### config.mk
export PLATFORM = sky130hd
export DESIGN_NAME = mul_div_unit_flat
export DESIGN_NICKNAME = d
export VERILOG_FILES = /design/src/rtl/mul_div_unit_if.sv /design/src/rtl/mul_div_unit.sv /design/src/flat_wrapper.sv
export SDC_FILE = /design/constraint.sdc
export NUM_CORES = 1
export LEC_CHECK = 0
export ABC_AREA = 1
export CORE_ASPECT_RATIO = 1.25
export CORE_MARGIN = 2
export CORE_UTILIZATION = 59
export CTS_CLUSTER_SIZE = 25
export DETAILED_ROUTE_END_ITERATION = 12
export PLACE_DENSITY = 0.89
export SLEW_MARGIN = 10
export SYNTH_ARGS = -nofsm -noshare
export SYNTH_HDL_FRONTEND = slang
export SYNTH_SLANG_ARGS = --single-unit
### constraint.sdc
create_clock -name clk -period 2.9 [get_ports clk]
set_input_delay 0.87 -clock clk [delete_from_list [all_inputs] [get_ports clk]]
set_output_delay 0.87 -clock clk [all_outputs]
set_load 0.02 [all_outputs]
### src/rtl/mul_div_unit_if.sv
// Issue/result bundle between the operand-read stage and the multiply/divide unit.
// The master drives the issue fields; the slave returns status and HI/LO.
interface mul_div_unit_if #(
    parameter int WIDTH = 32
);
    logic             start;
    logic [2:0]       op;
    logic [WIDTH-1:0] a;
    logic [WIDTH-1:0] b;
    logic             busy;
    logic             done;
    logic             div_zero;
    logic [WIDTH-1:0] hi;
    logic [WIDTH-1:0] lo;

    modport master (
        output start, op, a, b,
        input  busy, done, div_zero, hi, lo
    );

    modport slave (
        input  start, op, a, b,
        output busy, done, div_zero, hi, lo
    );
endinterface

### src/rtl/mul_div_unit.sv
// Iterative multiply/divide unit owning HI/LO: shift-add multiply, restoring divide.
// Define MDU_DIV_EN to build the divider; without it DIV/DIVU are ignored.
module mul_div_unit #(
    parameter int WIDTH = 32
) (
    input logic           clk,
    input logic           rst_n,
    mul_div_unit_if.slave bus
);
    localparam int CW = $clog2(WIDTH);
    localparam logic [CW-1:0] CNT_TOP = CW'(WIDTH - 1);

    typedef enum logic [1:0] {
        IDLE,
        RUN,
        FIX
    } state_t;

    state_t             state;
    logic [CW-1:0]      cnt;
    logic [2*WIDTH-1:0] acc;
    logic [WIDTH-1:0]   mcand;
    logic               neg_lo;
    logic [WIDTH-1:0]   hi_q;
    logic [WIDTH-1:0]   lo_q;
    logic               busy_q;
    logic               done_q;

    logic               sgn;
    logic               a_neg;
    logic               b_neg;
    logic [WIDTH-1:0]   a_abs;
    logic [WIDTH-1:0]   b_abs;
    logic               mul_go;
    logic               mthi_go;
    logic               mtlo_go;
    logic [WIDTH:0]     sum;
    logic [2*WIDTH-1:0] mul_nx;
    logic [2*WIDTH-1:0] prod;

`ifdef MDU_DIV_EN
    logic               is_div;
    logic               neg_hi;
    logic [WIDTH-1:0]   araw;
    logic               dz_q;
    logic               div_go;
    logic [WIDTH:0]     rsh;
    logic [WIDTH:0]     diff;
    logic [2*WIDTH-1:0] div_nx;
    logic [WIDTH-1:0]   quo;
    logic [WIDTH-1:0]   rem;
`endif

    // Signed ops run on magnitudes; signs are restored in FIX.
    always_comb begin
        sgn     = ~bus.op[0];
        a_neg   = sgn & bus.a[WIDTH-1];
        b_neg   = sgn & bus.b[WIDTH-1];
        a_abs   = a_neg ? -bus.a : bus.a;
        b_abs   = b_neg ? -bus.b : bus.b;
        mul_go  = bus.start & (bus.op[2:1] == 2'b00);
        mthi_go = bus.start & (bus.op == 3'b100);
        mtlo_go = bus.start & (bus.op == 3'b101);
    end

    always_comb begin
        sum    = {1'b0, acc[2*WIDTH-1:WIDTH]} + {1'b0, mcand};
        mul_nx = acc[0] ? {sum, acc[WIDTH-1:1]}
                        : {1'b0, acc[2*WIDTH-1:WIDTH], acc[WIDTH-1:1]};
        prod   = neg_lo ? -acc : acc;
    end

`ifdef MDU_DIV_EN
    always_comb begin
        div_go = bus.start & (bus.op[2:1] == 2'b01);
        rsh    = acc[2*WIDTH-1:WIDTH-1];
        diff   = rsh - {1'b0, mcand};
        div_nx = diff[WIDTH] ? {rsh[WIDTH-1:0], acc[WIDTH-2:0], 1'b0}
                             : {diff[WIDTH-1:0], acc[WIDTH-2:0], 1'b1};
        quo    = neg_lo ? -acc[WIDTH-1:0] : acc[WIDTH-1:0];
        rem    = neg_hi ? -acc[2*WIDTH-1:WIDTH] : acc[2*WIDTH-1:WIDTH];
    end
`endif

    always_ff @(posedge clk) begin
        if (!rst_n) begin
            state  <= IDLE;
            cnt    <= '0;
            acc    <= '0;
            mcand  <= '0;
            neg_lo <= 1'b0;
            hi_q   <= '0;
            lo_q   <= '0;
            busy_q <= 1'b0;
            done_q <= 1'b0;
`ifdef MDU_DIV_EN
            is_div <= 1'b0;
            neg_hi <= 1'b0;
            araw   <= '0;
            dz_q   <= 1'b0;
`endif
        end else begin
            done_q <= 1'b0;
`ifdef MDU_DIV_EN
            dz_q   <= 1'b0;
`endif
            unique case (state)
                IDLE: begin
                    unique case (1'b1)
                        mul_go: begin
                            state  <= RUN;
                            cnt    <= CNT_TOP;
                            acc    <= {{WIDTH{1'b0}}, b_abs};
                            mcand  <= a_abs;
                            neg_lo <= a_neg ^ b_neg;
                            busy_q <= 1'b1;
`ifdef MDU_DIV_EN
                            is_div <= 1'b0;
                            neg_hi <= a_neg;
`endif
                        end
`ifdef MDU_DIV_EN
                        div_go: begin
                            state  <= RUN;
                            cnt    <= CNT_TOP;
                            acc    <= {{WIDTH{1'b0}}, a_abs};
                            mcand  <= b_abs;
                            neg_lo <= a_neg ^ b_neg;
                            neg_hi <= a_neg;
                            araw   <= bus.a;
                            is_div <= 1'b1;
                            busy_q <= 1'b1;
                        end
`endif
                        mthi_go: hi_q <= bus.a;
                        mtlo_go: lo_q <= bus.a;
                        default: ;
                    endcase
                end
                RUN: begin
`ifdef MDU_DIV_EN
                    acc <= is_div ? div_nx : mul_nx;
`else
                    acc <= mul_nx;
`endif
                    if (cnt == '0) state <= FIX;
                    else cnt <= cnt - CW'(1);
                end
                FIX: begin
`ifdef MDU_DIV_EN
                    if (is_div && mcand == '0) begin
                        // Divide by zero reports the raw dividend, unsigned-style.
                        lo_q <= '1;
                        hi_q <= araw;
                        dz_q <= 1'b1;
                    end else if (is_div) begin
                        lo_q <= quo;
                        hi_q <= rem;
                    end else begin
                        hi_q <= prod[2*WIDTH-1:WIDTH];
                        lo_q <= prod[WIDTH-1:0];
                    end
`else
                    hi_q <= prod[2*WIDTH-1:WIDTH];
                    lo_q <= prod[WIDTH-1:0];
`endif
                    busy_q <= 1'b0;
                    done_q <= 1'b1;
                    state  <= IDLE;
                end
                default: state <= IDLE;
            endcase
        end
    end

    assign bus.busy = busy_q;
    assign bus.done = done_q;
    assign bus.hi   = hi_q;
    assign bus.lo   = lo_q;
`ifdef MDU_DIV_EN
    assign bus.div_zero = dz_q;
`else
    assign bus.div_zero = 1'b0;
`endif
endmodule

### src/flat_wrapper.sv
// flat-port wrapper written by rule: the top's interface ports become plain ports
module mul_div_unit_flat 
#(
    parameter int WIDTH = 32
)
  (clk, rst_n, bus_start, bus_op, bus_a, bus_b, bus_busy, bus_done, bus_div_zero, bus_hi, bus_lo);
  mul_div_unit_if #(.WIDTH(WIDTH)) bus_i ();
  input logic clk;
  input logic rst_n;
  input wire logic [$bits(bus_i.start)-1:0] bus_start;
  input wire logic [$bits(bus_i.op)-1:0] bus_op;
  input wire logic [$bits(bus_i.a)-1:0] bus_a;
  input wire logic [$bits(bus_i.b)-1:0] bus_b;
  output wire logic [$bits(bus_i.busy)-1:0] bus_busy;
  output wire logic [$bits(bus_i.done)-1:0] bus_done;
  output wire logic [$bits(bus_i.div_zero)-1:0] bus_div_zero;
  output wire logic [$bits(bus_i.hi)-1:0] bus_hi;
  output wire logic [$bits(bus_i.lo)-1:0] bus_lo;
  assign bus_i.start = bus_start;
  assign bus_i.op = bus_op;
  assign bus_i.a = bus_a;
  assign bus_i.b = bus_b;
  assign bus_busy = bus_i.busy;
  assign bus_done = bus_i.done;
  assign bus_div_zero = bus_i.div_zero;
  assign bus_hi = bus_i.hi;
  assign bus_lo = bus_i.lo;
  mul_div_unit #(.WIDTH(WIDTH)) u_core (.clk(clk), .rst_n(rst_n), .bus(bus_i));
endmodule
* Yosys cells after proc, flatten, opt, wreduce, memory -nomap -nowiden
Cells that the tools add are included.
** Operators by class
- Add/sub/neg operators :: 5
- Multiply operators :: 0
- Divide/modulo/power cells :: 0
- $lt $le $gt $ge :: 0
- Eq/ne operators :: 9
- Shifts and indexed selects :: 0
- Mux-type cells :: 19
- Bitwise gates (word level) :: 7
- Reductions and logical operators :: 12
** Operators by type and width (number)
- $mux W64 :: 3
- $mux W32 :: 4
- $pmux W32 S2 :: 2
- $pmux W64 S2 :: 1
- $neg A32 Y32 :: 2
- $neg A64 Y64 :: 1
- $add A32 B32 Y33 :: 1
- $reduce_and A2 Y1 :: 6
- $mux W5 :: 2
- $pmux W5 S2 :: 1
- $ne A2 B1 Y1 const B :: 4
- $eq A3 B3 Y1 const B :: 2
- $and A1 B1 Y1 :: 5
- $logic_not A5 Y1 :: 1
- $sub A5 B1 Y5 const B :: 1
- $logic_not A2 Y1 :: 2
- $mux W2 :: 2
- $pmux W2 S2 :: 1
- $reduce_bool A2 Y1 :: 2
- $reduce_and A3 Y1 :: 1
- $eq A2 B1 Y1 const B :: 1
- $eq A2 B2 Y1 const B :: 1
- $mux W1 :: 2
- $ne A2 B2 Y1 const B :: 1
- other kinds (3) :: 3
** Storage, ports and cells
- Bits in registers :: 170
- Latch bits :: 0
- Bits in writable memories :: 0
- ROM bits :: 0
- Input port bits :: 70
- Output and inout port bits :: 67
- Memories kept :: 0

* Depth between registers and ports, before layout
Gate-level depths: netlist of the first run.
- Depth after elaboration :: 5
- Gate-level depth with buffers :: 16

* Worst setup path before layout of the first run
No wires, ideal clock.
- Path kind :: input to register
- Start point :: in bus_a[0]
- End point :: reg u_core.mcand[24]
- Library setup time :: 0.114 ns
- Arrival time :: 2.080 ns
- Slack :: 0.706 ns
- Stages :: 11
- Cell sequence :: inv_1 -> ha_1 -> nand3_1 -> nor2_1 -> nand3_1 -> o21ai_0 -> o21ai_1 -> nand2_1 -> nand2_1 -> o21bai_1 -> inv_1
** Between the ends
- Cells in the longest elaborated chain, start to end :: 2
** RTL lines
- start, declared :: line flat_wrapper.sv:12 : input wire logic [$bits(bus_i.a)-1:0] bus_a;
- $neg A32 Y32 :: line mul_div_unit.sv:59 : a_abs = a_neg ? -bus.a : bus.a;
- $mux W32 :: line mul_div_unit.sv:59
- end signal, assigned :: line mul_div_unit.sv:114 : mcand <= a_abs;
- end, declared :: line mul_div_unit.sv:22 : logic [WIDTH-1:0] mcand;
Every way passes these cells.
A chain may end at the register's enable or synchronous reset.

* Worst setup path after layout of the first run
- Start point :: reg u_core.acc[32]
- End point :: reg u_core.acc[51]
** Between the ends
- Cells in the longest elaborated chain, start to end :: 3
** RTL lines
- start, declared :: line mul_div_unit.sv:21 : logic [2*WIDTH-1:0] acc;
- start signal, assigned :: line mul_div_unit.sv:113 : acc <= {{WIDTH{1'b0}}, b_abs};
- start signal, assigned :: line mul_div_unit.sv:144 : acc <= mul_nx;
- $add A32 B32 Y33 :: line mul_div_unit.sv:67 : sum = {1'b0, acc[2*WIDTH-1:WIDTH]} + {1'b0, mcand};
- $mux W64 :: line mul_div_unit.sv:68 : mul_nx = acc[0] ? {sum, acc[WIDTH-1:1]}
- $pmux W64 S2 :: line mul_div_unit.sv:107 : unique case (state)
Every way passes these cells.

==> results of run 1 <==
worst max-delay path: stages (launching register included):
cell     delay [ps]
dfxtp_1         500
ha_1            280
inv_1            70
fa_1            380
inv_1           140
nand3_1          80
nand3_1         150
nand3_1         110
nand3_1         220
nand2_1         190
nand3_1         110
nand3_1          80
nand2_1          70
a21oi_1          60
power breakdown:
part	leakage, nW	internal, W	switching [W]
logic	5.50	0.000490	0.000970
clock network	0.296	0.00133	0.00114
registers	1.38	0.00242	0.0000936
worst max path at each step:
stage	startpoint	end	slack, ps	depth (start not counted)
floorplan	bus_a[0]	u_core.mcand[24]$_SDFFE_PN0P_	710	11
global placement	bus_b[0]	u_core.acc[26]$_SDFFE_PN0P_	120	11
detailed placement	bus_b[0]	u_core.acc[26]$_SDFFE_PN0P_	60	11
CTS	u_core.acc[32]$_SDFFE_PN0P_	u_core.acc[51]$_SDFFE_PN0P_	430	13
global route	u_core.acc[32]$_SDFFE_PN0P_	u_core.acc[51]$_SDFFE_PN0P_	110	14
finish	u_core.acc[32]$_SDFFE_PN0P_	u_core.acc[51]$_SDFFE_PN0P_	310	13
state kept, by name, indices dropped and copies added, names as in the netlist:
name	count
u_core.acc	64
u_core.neg_lo	1
u_core.bus.busy	1
u_core.state	2
u_core.bus.hi	32
u_core.bus.lo	32
u_core.bus.done	1
u_core.cnt	5
u_core.mcand	32
per-stage QoR:
step | util | setup slack, ps | instance area [um2] | total power, W
global route | 0.703 | 110 | 15600 | 0.00661
global placement | 0.675 | 121 | 15000 | 0.00393
CTS | 0.703 | 432 | 15600 | 0.00635
finish | 0.703 | 307 | 15600 | 0.00644
detailed placement | 0.675 | 58.6 | 15000 | 0.00395
floorplan | - | 706 | 13300 | 0.00341
cell families after synthesis:
logic type               Yosys count  share of synthesized area
other                              1                   0.000282
buffers and inverters            400                      0.117
XOR/XNOR                          47                     0.0310
adder cells (fa/ha/maj)           38                     0.0363
AO/OA/AOI/OAI                    442                      0.183
flip-flops                       170                      0.256
AND/OR/NAND/NOR                 1186                      0.376
layer usage:
| layer | share of wire | track usage | vias to the layer above | routed length [um] |
|---|---|---|---|---|
| met5 | 0 | 0 | - | 0 |
| met4 | 0.062 | 0.238 | 0 | 3290 |
| met3 | 0.12 | 0.0905 | 197 | 6430 |
| met2 | 0.43 | 0.663 | 1136 | 22400 |
| met1 | 0.39 | 0.566 | 7308 | 20500 |
| li1 | - | - | 7615 | - |
cell usage in the layout, fill, tap and decap left out, drive strengths merged, types with 2 or more instances in the layout:
master / instances
nand2: 694
inv: 319
nor2: 212
o21ai: 208
nand3: 203
dfxtp: 170
a21oi: 151
clkdlybuf4s50: 134
buf: 43
xor2: 41
ha: 37
nand4: 37
a31oi: 24
nor3: 24
clkbuf: 19
o22ai: 17
o211ai: 16
o21bai: 12
xnor2: 6
nor4: 6
or2: 6
o31ai: 4
nand3b: 3
o21a: 3
clkinvlp: 2
bufinv: 2
clkinv: 2
layout make-up:
class	count	area share
Antenna cell	1	0.000160
Clock buffer	19	0.0284
Clock inverter	13	0.0110
Inverter	312	0.0750
Multi-Input combinational cell	1714	0.534
Sequential cell	170	0.218
Tap cell	283	0.0227
Timing Repair Buffer	177	0.110
==> results.py, run 1 <==
metrics = {
    "yosys": {
        "syn_area_um2": 13300,
        "synthesis.nets": 2392,
        "synth_seq_cells": 170,
        "synth_most_common_cell": "nand2_1",
        "yosys.area.top_type": "dfxtp_1",
        "async_flop_share": 0,
        "ys.flop_type": "dfxtp_1",
        "yosysSeqAreaShare": 0.256,
        "syn_inst": 2284,
        "synth_warnings": 0,
        "ys_top_cells_by_count": "nand2_1 (683), inv_1 (300), nand3_1 (200), nor2_1 (198), dfxtp_1 (170)",
        "avgSynthCellArea_um2": 5.82,
        "ys_types": 51,
        "synth_edf_count": 0,
        "synthTopCellsByArea": "dfxtp_1 (26%), nand2_1 (19%), inv_1 (8.5%), nand3_1 (7.5%), o21ai_0 (6.2%)",
        "yosys.area.top_type_share": 0.256,
    },
    "cts": {
        "ctsResizeCount": 0,
        "cts-buffers-inserted": 17,
        "cts_setup_buffers": 0,
        "clkSlewWorstSetupHoldPaths_ps": 80,
        "cts.htree.levels": 4,
        "cts_sinks": 170,
        "cts_tree": "done",
        "hold_buffers": 0,
        "clock_latency_ps": 470,
        "clockBufferDepth": 2,
        "cts_root_buf": "clkbuf_16",
    },
    "detailed_routing": {
        "dr.pass1.iters": 6,
        "drt_iter0_markers": 2290,
        "drc": 0,
        "routed_wl_um": 52700,
        "vias": 16256,
        "wl_per_cell_um": 19.6,
        "vias_per_cell": 6.05,
        "postRouteAntennaNets": 0,
    },
    "layout": {
        "multi_input_area_um2": 8340,
        "area_growth_pct": 17.4,
        "regArea_um2": 3400,
        "final_net_count": 2500,
        "n_fill_cell": 1997,
        "layoutNonFillerInstCount": 2689,
        "drive_gt1_frac": 0.0561,
    },
    "job": {
        "cap_viol_max_count": 0,
    },
    "critical_path": {
        "end_kind": "flop",
        "r2r_start": "u_core.acc[32]$_SDFFE_PN0P_",
        "reg2reg_depth": 13,
        "r2r-end": "u_core.acc[51]$_SDFFE_PN0P_",
        "ff2ff_setup_slack_ps": 310,
        "worstPathRequired_ps": 3210,
        "crit_type": "reg -> reg",
        "arrival_ps": 2900,
        "critical_path.max_fanout": 5,
        "start_kind": "flop",
    },
    "hold_path": {
        "hp-start": "u_core.bus.lo[2]$_SDFFE_PN0P_",
        "worstHoldPathCells": 2,
        "hp-class": "reg -> reg",
        "hold_end": "u_core.bus.lo[2]$_SDFFE_PN0P_",
    },
    "die": {
        "die_w_um": 138,
        "initial_utilization": 0.599,
        "rows": 61,
        "dieArea_um2": 23800,
        "io_pins": 137,
        "die_h_um": 172,
        "coreArea_um2": 22200,
    },
    "timing": {
        "rsz0062_at_grt": "false",
        "setup_tns_ps": 0,
        "final.period_utilization": 0.894,
        "setup_viol": 0,
        "drv_slew": 0,
        "fin_crit_ps": 2590,
        "whs_ps": 474,
        "max_slew_margin": 0.412,
        "max_freq_ghz": 0.386,
        "hold_viol": 0,
        "skew_ps": 14.5,
        "tightest_slew_ps": 882,
    },
    "global_routing": {
        "track_usage": 0.431,
        "antenna_found_initial": 1,
        "grt_overflow": 0,
        "grt_max_degree": 97,
        "grt_pass1_vias": 14369,
        "grt_pass1_wl_um": 79700,
    },
    "pwr": {
        "ir_worst_vdd_mv": 0.472,
        "power.leakage_nw": 7.17,
        "p_per_area_nw_per_um2": 413,
    },
    "status": {
        "status": "complete, no violations",
    },
    "placement": {
        "port_buffers": 135,
        "dp_hpwl_um": 40200,
        "gp_congestion": 1.12,
        "dp_cells": 2656,
    },
}
Power figures use the tool's default switching activity.
==> inputs of run 2 (changes only) <==
--- a/config.mk
+++ b/config.mk
@@ -6,12 +6,14 @@
 export NUM_CORES = 1
 export LEC_CHECK = 0
 export ABC_AREA = 1
+export CELL_PAD_IN_SITES_DETAIL_PLACEMENT = 0
+export CELL_PAD_IN_SITES_GLOBAL_PLACEMENT = 1
 export CORE_ASPECT_RATIO = 1.25
 export CORE_MARGIN = 2
-export CORE_UTILIZATION = 59
+export CORE_UTILIZATION = 40
 export CTS_CLUSTER_SIZE = 25
 export DETAILED_ROUTE_END_ITERATION = 12
-export PLACE_DENSITY = 0.89
+export PLACE_DENSITY = 0.88
 export SLEW_MARGIN = 10
 export SYNTH_ARGS = -nofsm -noshare
 export SYNTH_HDL_FRONTEND = slang
==> run 2 against run 1 <==
Combinational power barely moved; final cell count rose by 5.8%; global-route usage fell by 11 points; critical path type is now in -> reg; largest power group unchanged; highest routed layer is now met5.
==> results.py, run 2 (synthesized netlist as in run 1, its figures left out) <==
metrics = {
    "placement": {
        "port_buffers": 135,
        "dp_hpwl_um": 44800,
        "gp_congestion": 0.999,
        "place_area_um2": 15300,
    },
    "cts": {
        "cts_setup_buffers": 0,
        "clkSlewWorstSetupHoldPaths_ps": 70,
        "clockBufferDepth": 2,
        "cts.htree.levels": 4,
        "cts_sinks": 170,
        "clock_latency_ps": 450,
        "cts_root_buf": "clkbuf_16",
        "cts_tree": "done",
        "ctsResizeCount": 0,
        "cts-buffers-inserted": 17,
        "hold_buffers": 0,
    },
    "timing": {
        "max_slew_margin": 0.380,
        "max_freq_ghz": 0.381,
        "setup_viol": 0,
        "whs_ps": 468,
        "fin_crit_ps": 2620,
        "drv_slew": 0,
        "hold_viol": 0,
        "tightest_slew_ps": 928,
        "final.period_utilization": 0.904,
        "rsz0062_at_grt": "false",
        "skew_ps": 19.5,
    },
    "critical_path": {
        "max_stage_delay_ps": 590,
        "crit_chain": "clkdlybuf4s50_1 -> nor2_1 -> nand3_1 -> nor2_1 -> nand2_1 -> nor2_1 -> nand3_1 -> o21ai_0 -> nand3_1 -> a21oi_1",
        "crit_type": "in -> reg",
        "r2r_start": "u_core.mcand[0]$_SDFFE_PN0P_",
        "start_kind": "primary input",
        "worstPathRequired_ps": 3270,
        "arrival_ps": 2990,
        "ff2ff_setup_slack_ps": 480,
        "critical_path.max_fanout": 5,
        "end_kind": "flop",
        "slowest_stage": "clkdlybuf4s50_1",
        "r2r-end": "u_core.acc[59]$_SDFFE_PN0P_",
        "crit_end": "u_core.mcand[31]$_SDFFE_PN0P_",
        "reg2reg_depth": 13,
        "critPathLaunch": "bus_a[9]",
    },
    "detailed_routing": {
        "routed_wl_um": 56100,
        "vias_per_cell": 5.41,
        "drc": 0,
        "drt_iter0_markers": 1410,
        "postRouteAntennaNets": 0,
        "wl_per_cell_um": 19.7,
        "vias": 15376,
        "dr.pass1.iters": 6,
    },
    "job": {
        "cap_viol_max_count": 0,
    },
    "die": {
        "die_h_um": 208,
        "rows": 74,
        "die_w_um": 167,
        "io_pins": 137,
        "initial_utilization": 0.407,
        "coreArea_um2": 32700,
        "dieArea_um2": 34700,
    },
    "layout": {
        "postLayoutCoreUtil": 0.486,
        "largest_reg_flops": 64,
        "multi_input_area_um2": 8340,
        "regArea_um2": 3400,
        "top_register": "u_core.acc",
        "n_antenna_cell": 0,
        "drive_gt1_frac": 0.0647,
        "final_area_um2": 15900,
        "layout_common_cells": "nand2_1 (683), inv_1 (298), nand3_1 (199)",
        "area_growth_pct": 19.5,
        "mostFrequentLayoutCell": "nand2_1",
        "final_net_count": 2521,
        "n_fill_cell": 3520,
    },
    "global_routing": {
        "antenna_found_initial": 2,
        "grt_pass1_vias": 14435,
        "grt_overflow": 0,
        "grt_max_degree": 97,
        "track_usage": 0.318,
        "grt_pass1_wl_um": 85300,
    },
    "pwr": {
        "ir_worst_vdd_mv": 0.332,
        "power.leakage_nw": 7.25,
        "p_per_area_nw_per_um2": 394,
    },
    "status": {
        "status": "complete, no violations",
    },
    "hold_path": {
        "hp-class": "reg -> reg",
    },
}
[run 2: cell types whose count changed in the layout (fill, tap and decap cells not counted), sizes merged]
cell      before  now
bufinv         2    0
buf           43   64
diode          1    0
clkinvlp       2    3
clkinv         2    6
inv          319  316
[run 2: worst max-delay path: cells and delay by family]
| family | cells | cell delay, ps |
|---|---|---|
| AOI/OAI and AO/OA | 2 | 320 |
| buffers and inverters | 1 | 590 |
| and+or+nand+nor | 7 | 1200 |
[run 2: how the worst min path moves through the flow]
stage | from | slack [ps] | endpoint | depth (start not counted)
after floorplan | u_core.mcand[31]$_SDFFE_PN0P_ | 450 | u_core.mcand[31]$_SDFFE_PN0P_ | 2
after global placement | u_core.bus.busy$_SDFFE_PN0P_ | 460 | u_core.bus.busy$_SDFFE_PN0P_ | 2
after detailed placement | u_core.bus.busy$_SDFFE_PN0P_ | 460 | u_core.bus.busy$_SDFFE_PN0P_ | 2
after CTS | u_core.bus.busy$_SDFFE_PN0P_ | 470 | u_core.bus.busy$_SDFFE_PN0P_ | 2
after global routing | u_core.bus.busy$_SDFFE_PN0P_ | 490 | u_core.bus.busy$_SDFFE_PN0P_ | 2
final | u_core.bus.busy$_SDFFE_PN0P_ | 470 | u_core.bus.busy$_SDFFE_PN0P_ | 2
[run 2: area by class of cell]
cell class / count / share of cell area
clock buffer: 19 / 0.0285
timing repair buffer: 198 / 0.119
inverter: 312 / 0.0738
sequential: 170 / 0.214
tap: 418 / 0.0329
multi-input combinational: 1714 / 0.525
clock inverter: 13 / 0.00686
[run 2: report_power, final]
group	switching [W]	internal, W	leakage (nW)
sequential	0.0000812	0.00242	1.38
clock	0.00111	0.00116	0.269
combinational	0.000986	0.000496	5.60
total	0.00218	0.00407	7.25
[run 2: metrics by stage]
stage | power [W] | cells | worst slack (ps) | TNS, ps
4_1_cts | 0.00623 | 2844 | 407 | 0
6_report | 0.00625 | 2844 | 277 | 0
3_5_place_dp | 0.00400 | 2812 | -48.0 | -48.0
5_1_grt | 0.00650 | 2844 | 199 | 0
3_3_place_gp | 0.00399 | 2812 | -41.3 | -41.3
2_1_floorplan | 0.00341 | 2284 | 706 | 0
[run 2: layer usage]
metal,routed length [um],GRT usage,vias up
li1,-,-,7648
met3,3750,0.0517,137
met4,3130,0.163,4
met2,25400,0.517,618
met5,23,0,-
met1,23800,0.404,6969
==> inputs of run 3 (changes only) <==
--- a/config.mk
+++ b/config.mk
@@ -14,6 +14,7 @@
 export CTS_CLUSTER_SIZE = 25
 export DETAILED_ROUTE_END_ITERATION = 12
 export PLACE_DENSITY = 0.88
+export SKIP_LAST_GASP = 1
 export SLEW_MARGIN = 10
 export SYNTH_ARGS = -nofsm -noshare
 export SYNTH_HDL_FRONTEND = slang
==> constraint.sdc (replaced) <==
create_clock -name clk -period 2.8 [get_ports clk]
set_input_delay 0.84 -clock clk [delete_from_list [all_inputs] [get_ports clk]]
set_output_delay 0.84 -clock clk [all_outputs]
set_load 0.02 [all_outputs]
==> run 3 against run 2 <==
Clock-buffer cell count is 1 lower; worst setup slack gained 94 ps; final cell count is 0.60% higher; total power up 6.3%; sequential share of layout area shrank 0.26 points; design area rose by 1.2%.
==> results.py, run 3 (synthesized netlist as in run 1, its figures left out) <==
metrics = {
    "detailed_routing": {
        "vias": 15496,
        "postRouteAntennaNets": 0,
        "routed_wl_um": 56100,
        "wl_per_cell_um": 19.6,
        "vias_per_cell": 5.42,
        "drt_iter0_markers": 1489,
        "dr.pass1.iters": 7,
        "drc": 0,
    },
    "layout": {
        "top_register": "u_core.acc",
        "n_fill_cell": 3523,
        "mostFrequentLayoutCell": "nand2_1",
        "n_antenna_cell": 0,
        "final_net_count": 2539,
        "postLayoutCoreUtil": 0.492,
        "layout_common_cells": "nand2_1 (683), inv_1 (298), nand3_1 (199)",
        "final_area_um2": 16100,
        "largest_reg_flops": 64,
        "area_growth_pct": 20.9,
        "layoutNonFillerInstCount": 2861,
        "drive_gt1_frac": 0.0708,
    },
    "pwr": {
        "combPwrFrac": 0.233,
        "p_clk_frac": 0.377,
        "internal-power_w": 0.00444,
        "p_per_area_nw_per_um2": 414,
        "p_seq_frac": 0.389,
        "sw_frac_of_total": 0.332,
        "p_switching_w": 0.00221,
        "power.leakage_nw": 7.36,
        "ir_worst_vdd_mv": 0.379,
    },
    "critical_path": {
        "start_kind": "primary input",
        "arrival_ps": 2770,
        "crit_chain": "clkdlybuf4s50_1 -> inv_1 -> ha_1 -> nand3_1 -> nor2_1 -> nand2_1 -> o21ai_4 -> nand3_1 -> a21oi_1 -> o21ai_0 -> nand2_1 -> inv_1",
        "worstPathRequired_ps": 3140,
        "max_stage_delay_ps": 430,
        "crit_type": "in -> reg",
        "slowest_stage": "clkdlybuf4s50_1",
        "end_kind": "flop",
        "critical_path.max_fanout": 8,
    },
    "timing": {
        "setup_tns_ps": 0,
        "fin_crit_ps": 2430,
        "drv_slew": 0,
        "final.period_utilization": 0.867,
        "setup_ws_ps": 371,
        "max_slew_margin": 0.525,
        "setup_viol": 0,
        "skew_ps": 9.17,
        "hold_viol": 0,
        "tightest_slew_ps": 705,
        "max_freq_ghz": 0.412,
        "rsz0062_at_grt": "false",
    },
    "global_routing": {
        "grt_pass1_vias": 14694,
        "grt_pass1_wl_um": 85800,
        "track_usage": 0.318,
        "antenna_found_initial": 1,
        "grt_max_degree": 97,
        "grt_overflow": 0,
    },
    "placement": {
        "port_buffers": 135,
        "gp_congestion": 0.975,
        "dp_cells": 2830,
        "place_ws_ps": -21.1,
        "dp_hpwl_um": 44800,
        "place_area_um2": 15500,
    },
    "cts": {
        "cts.htree.levels": 4,
        "cts-buffers-inserted": 17,
        "cts_sinks": 170,
        "clkSlewWorstSetupHoldPaths_ps": 70,
        "clock_latency_ps": 450,
        "hold_buffers": 0,
        "clockBufferDepth": 2,
        "ctsResizeCount": 0,
        "cts_root_buf": "clkbuf_16",
        "cts_tree": "done",
        "cts_setup_buffers": 0,
    },
    "die": {
        "dieArea_um2": 34700,
        "rows": 74,
        "initial_utilization": 0.407,
        "die_h_um": 208,
        "io_pins": 137,
        "coreArea_um2": 32700,
        "die_w_um": 167,
    },
    "status": {
        "status": "complete, no violations",
    },
    "hold_path": {
        "hp-class": "reg -> reg",
    },
    "job": {
        "cap_viol_max_count": 0,
    },
}
## run 3: critical path, delay by kind of cell
kind                     cells  cell delay [ps]
buffers and inverters        3              580
AO/OA/AOI/OAI                3              530
adder cells (fa/ha/maj)      1              180
AND/OR/NAND/NOR              5              640
## run 3: path summary, 6_finish.rpt
check | from | to | slack [ps] | depth (start not counted)
hold reg to reg | u_core.bus.lo[2]$_SDFFE_PN0P_ | u_core.bus.lo[2]$_SDFFE_PN0P_ | 470 | 2
hold / removal | u_core.bus.lo[2]$_SDFFE_PN0P_ | u_core.bus.lo[2]$_SDFFE_PN0P_ | 470 | 2
setup / recovery | bus_a[1] | u_core.mcand[28]$_SDFFE_PN0P_ | 370 | 12
setup reg to reg | u_core.mcand[0]$_SDFFE_PN0P_ | u_core.acc[55]$_SDFFE_PN0P_ | 460 | 14
## run 3: power groups by stage
stage	clock network, W	logic (W)	registers [W]
floorplan	0	0.000893	0.00264
global placement	0	0.00152	0.00264
detailed placement	0	0.00152	0.00264
CTS	0.00253	0.00153	0.00258
global route	0.00260	0.00169	0.00259
finish	0.00251	0.00155	0.00259
## run 3: final cells by class
type	count	area, um2	area share
Clock buffer	18	429	0.0267
Clock inverter	13	169	0.0105
Inverter	312	1170	0.0729
Multi-Input combinational cell	1714	8340	0.519
Sequential cell	170	3400	0.212
Tap cell	418	523	0.0325
Timing Repair Buffer	216	2040	0.127
## run 3: per-layer routing
metal  part of all wire  global-route usage  wire [um]
met4              0.054               0.153       3000
met1               0.43               0.412      24000
met5            0.00020                   0         11
met3              0.064              0.0398       3610
met2               0.45               0.523      25500
## run 3: stage by stage
step / hold slack, ps / power (W)
2_1_floorplan: 450 / 0.00353
3_3_place_gp: 454 / 0.00416
3_5_place_dp: 465 / 0.00416
4_1_cts: 476 / 0.00664
5_1_grt: 498 / 0.00689
6_report: 472 / 0.00665
